**config.mk**
```make
export PLATFORM = sky130hd
export DESIGN_NAME = gray_capture_decoder
export DESIGN_NICKNAME = d
export VERILOG_FILES = /design/src/rtl/gray_capture_decoder.sv
export SDC_FILE = /design/constraint.sdc
export NUM_CORES = 1
export LEC_CHECK = 0
export BUFFER_PORTS_ARGS = -buffer_cell sky130_fd_sc_hd__buf_2
export CAP_MARGIN = 20
export CORE_ASPECT_RATIO = 1.75
export CORE_MARGIN = 5
export CORE_UTILIZATION = 31
export DETAILED_ROUTE_END_ITERATION = 8
export SYNTH_ARGS = -nofsm -noshare
export SYNTH_HDL_FRONTEND = slang
export SYNTH_SLANG_ARGS = --single-unit
```
**constraint.sdc**
```tcl
create_clock -name clk -period 2.1 [get_ports clk]
set_input_delay 0.21 -clock clk [delete_from_list [all_inputs] [get_ports clk]]
set_output_delay 0.21 -clock clk [all_outputs]
set_load 0.03 [all_outputs]
```
**src/rtl/gray_capture_decoder.sv**
```systemverilog
// gray_capture_decoder
// Brings a gray-coded count from a foreign clock domain into clk, decodes it
// to binary, and queues requested captures in a small FIFO drained through a
// valid/ready handshake. Sticky flags report illegal multi-bit gray steps and
// captures dropped because the FIFO was full.
module gray_capture_decoder #(
  parameter int WIDTH       = 8,
  parameter int SYNC_STAGES = 2,
  parameter int DEPTH       = 2
) (
  input  logic             clk,
  input  logic             reset,
  input  logic [WIDTH-1:0] gray_in,
  input  logic             capture,
  output logic [WIDTH-1:0] bin_out,
  output logic             bin_valid,
  input  logic             bin_ready,
  output logic             err_multi_bit,
  output logic             overflow,
  input  logic             clear_flags
);

  localparam int AW    = $clog2(DEPTH);
  localparam int PW    = AW + 1;
  localparam int ARM_W = $clog2(SYNC_STAGES + 2);
  localparam logic [ARM_W-1:0] ARM_DONE = ARM_W'(SYNC_STAGES + 1);

  logic [WIDTH-1:0] r_sync [SYNC_STAGES];
  logic [WIDTH-1:0] w_gs;
  logic [WIDTH-1:0] r_gs_prev;
  logic [WIDTH-1:0] r_dec_q;
  logic [ARM_W-1:0] r_arm_cnt;
  logic             w_armed;

  logic [WIDTH-1:0] r_mem [DEPTH];
  logic [PW-1:0]    r_wr_ptr;
  logic [PW-1:0]    r_rd_ptr;
  logic [WIDTH-1:0] r_last;

  logic             r_err;
  logic             r_ovf;

  logic             w_empty;
  logic             w_full;
  logic             w_pop;
  logic             w_push;
  logic             w_drop;
  logic             w_err_set;

  // Binary value from gray: running XOR of all gray bits from the MSB down.
  function automatic logic [WIDTH-1:0] gray_to_bin(input logic [WIDTH-1:0] g);
    logic [WIDTH-1:0] b;
    b            = '0;
    b[WIDTH-1]   = g[WIDTH-1];
    for (int i = WIDTH - 2; i >= 0; i--) begin
      b[i] = b[i+1] ^ g[i];
    end
    return b;
  endfunction

  // True when more than one bit is set (clearing the lowest set bit leaves something).
  function automatic logic more_than_one_bit(input logic [WIDTH-1:0] d);
    return (d & (d - WIDTH'(1))) != '0;
  endfunction

  assign w_gs      = r_sync[SYNC_STAGES-1];
  assign w_armed   = (r_arm_cnt == ARM_DONE);

  assign w_empty   = (r_wr_ptr == r_rd_ptr);
  assign w_full    = (r_wr_ptr[PW-1] != r_rd_ptr[PW-1]) &&
                     (r_wr_ptr[AW-1:0] == r_rd_ptr[AW-1:0]);
  assign w_pop     = !w_empty && bin_ready;
  assign w_push    = capture && (!w_full || w_pop);
  assign w_drop    = capture && !w_push;
  assign w_err_set = w_armed && more_than_one_bit(w_gs ^ r_gs_prev);

  // When empty, bin_out keeps showing the most recently popped value.
  assign bin_out       = w_empty ? r_last : r_mem[r_rd_ptr[AW-1:0]];
  assign bin_valid     = !w_empty;
  assign err_multi_bit = r_err;
  assign overflow      = r_ovf;

  // Plain flop chain resynchronising each gray bit independently.
  always_ff @(posedge clk or negedge reset) begin
    if (!reset) begin
      for (int i = 0; i < SYNC_STAGES; i++) begin
        r_sync[i] <= '0;
      end
    end else begin
      r_sync[0] <= gray_in;
      for (int i = 1; i < SYNC_STAGES; i++) begin
        r_sync[i] <= r_sync[i-1];
      end
    end
  end

  // Registered decode, previous-sample memory and post-reset arming delay.
  always_ff @(posedge clk or negedge reset) begin
    if (!reset) begin
      r_dec_q   <= '0;
      r_gs_prev <= '0;
      r_arm_cnt <= '0;
    end else begin
      r_dec_q   <= gray_to_bin(w_gs);
      r_gs_prev <= w_gs;
      if (r_arm_cnt != ARM_DONE) begin
        r_arm_cnt <= r_arm_cnt + ARM_W'(1);
      end
    end
  end

  // FIFO storage; contents need no reset because occupancy is tracked by the pointers.
  always_ff @(posedge clk) begin
    if (w_push) begin
      r_mem[r_wr_ptr[AW-1:0]] <= r_dec_q;
    end
  end

  // FIFO pointers plus the held copy of the last value handed to the consumer.
  always_ff @(posedge clk or negedge reset) begin
    if (!reset) begin
      r_wr_ptr <= '0;
      r_rd_ptr <= '0;
      r_last   <= '0;
    end else begin
      if (w_push) begin
        r_wr_ptr <= r_wr_ptr + PW'(1);
      end
      if (w_pop) begin
        r_rd_ptr <= r_rd_ptr + PW'(1);
        r_last   <= r_mem[r_rd_ptr[AW-1:0]];
      end
    end
  end

  // Sticky flags: a set event in the same cycle as clear_flags keeps the flag high.
  always_ff @(posedge clk or negedge reset) begin
    if (!reset) begin
      r_err <= 1'b0;
      r_ovf <= 1'b0;
    end else begin
      r_err <= w_err_set | (r_err & ~clear_flags);
      r_ovf <= w_drop    | (r_ovf & ~clear_flags);
    end
  end

endmodule
```
* Word-level counts from Yosys, hierarchy flattened *
Memory sizes are Yosys's and may differ from the RTL's.
Cells that the tools add are included.

storage, ports and cells
  bits in registers = 48
  memory bits (writable) = 16
  input port bits = 13
  output and inout bits = 11
  memories kept = 1

memory list
  name   depth  bits a word  read ports  clocked after memory_dff  write ports  RTL line  text
  r_mem  2      8            1           0                         1            35        logic [WIDTH-1:0] r_mem [DEPTH];

cells by class
  $add $sub $neg = 4
  equal/unequal tests = 5
  multiplexer cells = 3
  bitwise operators = 14
  reductions and logical operators = 10

operators with widths
  operator                                                             count
  8-bit bitwise AND                                                    1
  8-bit 2-to-1 mux                                                     1
  8-bit nonzero test                                                   1
  8-bit by 1-bit subtractor with 8-bit output (second input constant)  1
  8-bit XOR                                                            1
  1-bit XOR                                                            7
  2-bit by 1-bit adder with 2-bit output (second input constant)       3
  1-bit logical AND                                                    5
  1-bit logical NOT                                                    3
  1-bit bitwise AND                                                    2
  2-bit equality test                                                  1
  2-bit equality test (second input constant)                          1
  1-bit 2-to-1 mux                                                     2
  2-bit inequality test (second input constant)                        1
  1-bit OR                                                             2
  1-bit equality test                                                  1
  1-bit logical OR                                                     1
  1-bit inequality test                                                1
  1-bit NOT                                                            1

* Longest topological paths before layout *
  depth in word-level cells = 8
  depth in mapped cells = 6
  mapped depth without buffers = 4

* Least setup slack after synthesis *
Ideal clock, no wire load.

  path kind = register to output
  from = reg r_wr_ptr[0]
  to = out bin_out[6]
  data arrival time = 1818 ps
  slack = 72 ps
  stages on the path, launching flop included = 6
  buffers on the path = 1
  cells stage by stage = dfrtp_1 > xnor2_1 > nand2_1 > clkbuf_1 > nor2_1 > a21oi_1

between the ends
  longest elaborated chain between the ends = 2

ends and longest elaborated chain
  element                 RTL line  text
  from (decl)             36        logic [PW-1:0] r_wr_ptr;
  from (signal assigned)  127       r_wr_ptr <= r_wr_ptr + PW'(1);
  2-bit equality test     69        assign w_empty = (r_wr_ptr == r_rd_ptr);
  8-bit 2-to-1 mux        78        assign bin_out = w_empty ? r_last : r_mem[r_rd_ptr[AW-1:0]];
  to (decl)               15        output logic [WIDTH-1:0] bin_out,

Every way passes these cells.

* Worst setup path in the final report *
  from = reg r_wr_ptr[0]
  to = out bin_out[0]

Same word-level chain as after synthesis.

==> metrics <==
Sink Count=63; RSZ-0062 raised after global routing=yes; Post-Route Skew=0.00694 ns; maximum level of the CTS H-tree=3; largest net degree at the start of global routing=25; Seq cells post-synth=63; I/O pin count=24; final period utilization=90.0%; total congestion overflow=0; Antenna Cells=0; Core Area=7230 um^2; hold_ws=0.102 ns; R2R setup slack=0.23 ns; mapped cell area=2300 um^2; crit path DAT=1.68 ns; placed inst area=2540 um^2; Util after Layout=40.5%; synth warn=0; Worst-Skew Late Latency=0.32 ns; antenna violation net count after detailed routing=0; post-route cell area=2930 um^2; Layout area overhead=27.2%; Final Non-Filler Cells=289; vias post-DR=1254; global placement routability congestion=0.711; crit path time final=1.89 ns; WP data required=1.89 ns; Post-CTS Setup Inserts=0; Mapped Avg Cell Area=14.7 um^2; Syn Nets=171; status=finished, final reports clean; residual DRC count=0; critical path class=reg2out; DR iter-0 viols=48; drt total wl=3.47 mm; post-placement cell count=264; vias in the first global route=1350; Cells after Synth=157; clk slew on worst S/H paths=0.06 ns; Layout Nets=212; CTS tree=yes; Row Count=41; overall routing resource usage=9.27%; VDD IR max=0.811 mV; setup TNS=0 ns; ratio of cells with drive above 1 in the final layout=23.6%; Setup WS post-layout=0.209 ns; leakage power=1.25 nW; Total Power=4.67 mW; initial antenna violation count=0; fin. max-slew vios=0; Max Buffers Root-to-Sink=2; die footprint=9320 um^2; CTS Root Cell=clkbuf_16; post-synthesis cell type count=29; Hold Path Class=in2reg; register area share after synthesis=72.0%; pre-CTS WS=0.258 ns; Die Ht=124 um; pwr dens=1590 nW/um^2; Initial Util=31.8%; crit-path max FO=18; WL/cell=12.0 um; crit start category=flop; Worst-Margin Slew=0.664 ns; Final Hold Fails=0; final setup fails=0; iteration count of the initial detailed-routing pass=4; Max Clk Rate=529 MHz; fill count=684; Horiz. Die Dim=75.1 um; first-pass GRT wire length=6.27 mm; port bufs=23; average via count per standard cell=4.34; CP endpoint kind=output port; relative slew slack=55.6%; Max-Cap Viols=0; CTS buffer count=9; Detailed Place HPWL=2.42 mm
area by class of cell:
class	count	area, um^2	area share [%]
Multi-Input combinational cell	86	618	21.1
Clock inverter	7	73.8	2.52
Sequential cell	63	1660	56.6
Timing Repair Buffer	34	233	7.95
Tap cell	86	108	3.67
Inverter	4	15.0	0.513
Clock buffer	9	225	7.69
synthesized netlist by cell type:
library cell	n	share of area [%]
dfrtp_1	47	51
edfxtp_1	16	21
xnor2_1	15	5.7
nand2_1	12	2.0
nor2_1	10	1.6
a21oi_1	9	2.0
o21ai_0	9	2.0
mux2i_1	8	3.5
inv_1	4	0.65
xor2_1	4	1.5
clkbuf_1	3	0.49
nand3_1	2	0.43
o211ai_1	2	0.65
a21bo_2	1	0.43
a221oi_1	1	0.38
and3_1	1	0.27
buf_1	1	0.16
ha_1	1	0.54
mux2_2	1	0.49
nand2b_1	1	0.27
nor3_1	1	0.22
o2111ai_1	1	0.38
o22ai_1	1	0.27
o31ai_1	1	0.33
or3b_2	1	0.38
xnor2_2	1	0.71
xnor3_2	1	1.0
xor2_2	1	0.71
xor3_1	1	1.0
routing by layer:
layer  part of all wire, %  routed length, um  vias up  GRT usage, %
met5                     0                  0        -             0
met4                   4.2                146        0          7.77
li1                      -                  -      619             -
met1                    38               1320      599          10.2
met3                   5.0                174       10          2.18
met2                    53               1820       26          14.7
logic make-up after synthesis:
logic type	share of synthesized area (%)
and+or+nand+nor	5.16
xor gates and xnor gates	10.7
AOI/OAI and AO/OA	6.36
adders and majority gates	0.543
buffers and inverters	1.30
muxes	3.97
DFF	72.0
registers in the layout, indices dropped and copies added (netlist names):
signal	flops
r_rd_ptr	2
overflow	1
r_gs_prev	7
r_wr_ptr	2
err_multi_bit	1
w_gs	8
r_sync	8
r_last	8
r_arm_cnt	2
r_mem	16
r_dec_q	8
path summary, 6_finish.rpt:
kind	start	endpoint	cells past startpoint
worst max-delay path	r_wr_ptr[0]$_DFFE_PN0P_	bin_out[0]	4
worst min-delay path	clear_flags	overflow$_DFF_PN0_	2
worst max register to register	r_wr_ptr[0]$_DFFE_PN0P_	r_wr_ptr[1]$_DFFE_PN0P_	4
worst min register to register	r_sync[13]$_DFF_PN0_	w_gs[5]$_DFF_PN0_	0
max in group asynchronous	reset	r_arm_cnt[1]$_DFFE_PN0N_	3
min in group asynchronous	reset	r_sync[9]$_DFF_PN0_	2
report_power, final:
part	internal, mW	total (mW)	leakage [nW]	switching, mW
logic	0.502	1.54	0.410	1.03
registers	1.57	1.70	0.695	0.129
clock network	0.918	1.43	0.145	0.512
placed cells by master (no fill, tap or decap), types with 3 or more instances in the layout:
master         Yosys  layout
nor2_1            10      10
dlygate4sd3_1      0       9
a21oi_1            9       9
dfrtp_1           47      47
o21ai_0            9       9
edfxtp_1          16      16
clkinv_4           0       3
nand2_1           12      11
xor2_1             4       4
clkbuf_16          0       9
mux2i_1            8       8
xnor2_1           15      15
inv_1              4       4
buf_2              0      23
critical path, cell delays in order (launching register included):
cell and delay (ns):
dfrtp_1 0.42, xnor2_1 0.27, nand2_2 0.26, a21oi_1 0.20, buf_2 0.21
what timing repair did:
action,in CTS,in global routing
hold buffers,9,0
endpoints found under the hold margin,31,0
resized for setup,0,1
endpoints found under the setup margin,0,8
Note: power is estimated with default switching activity, not from simulation.
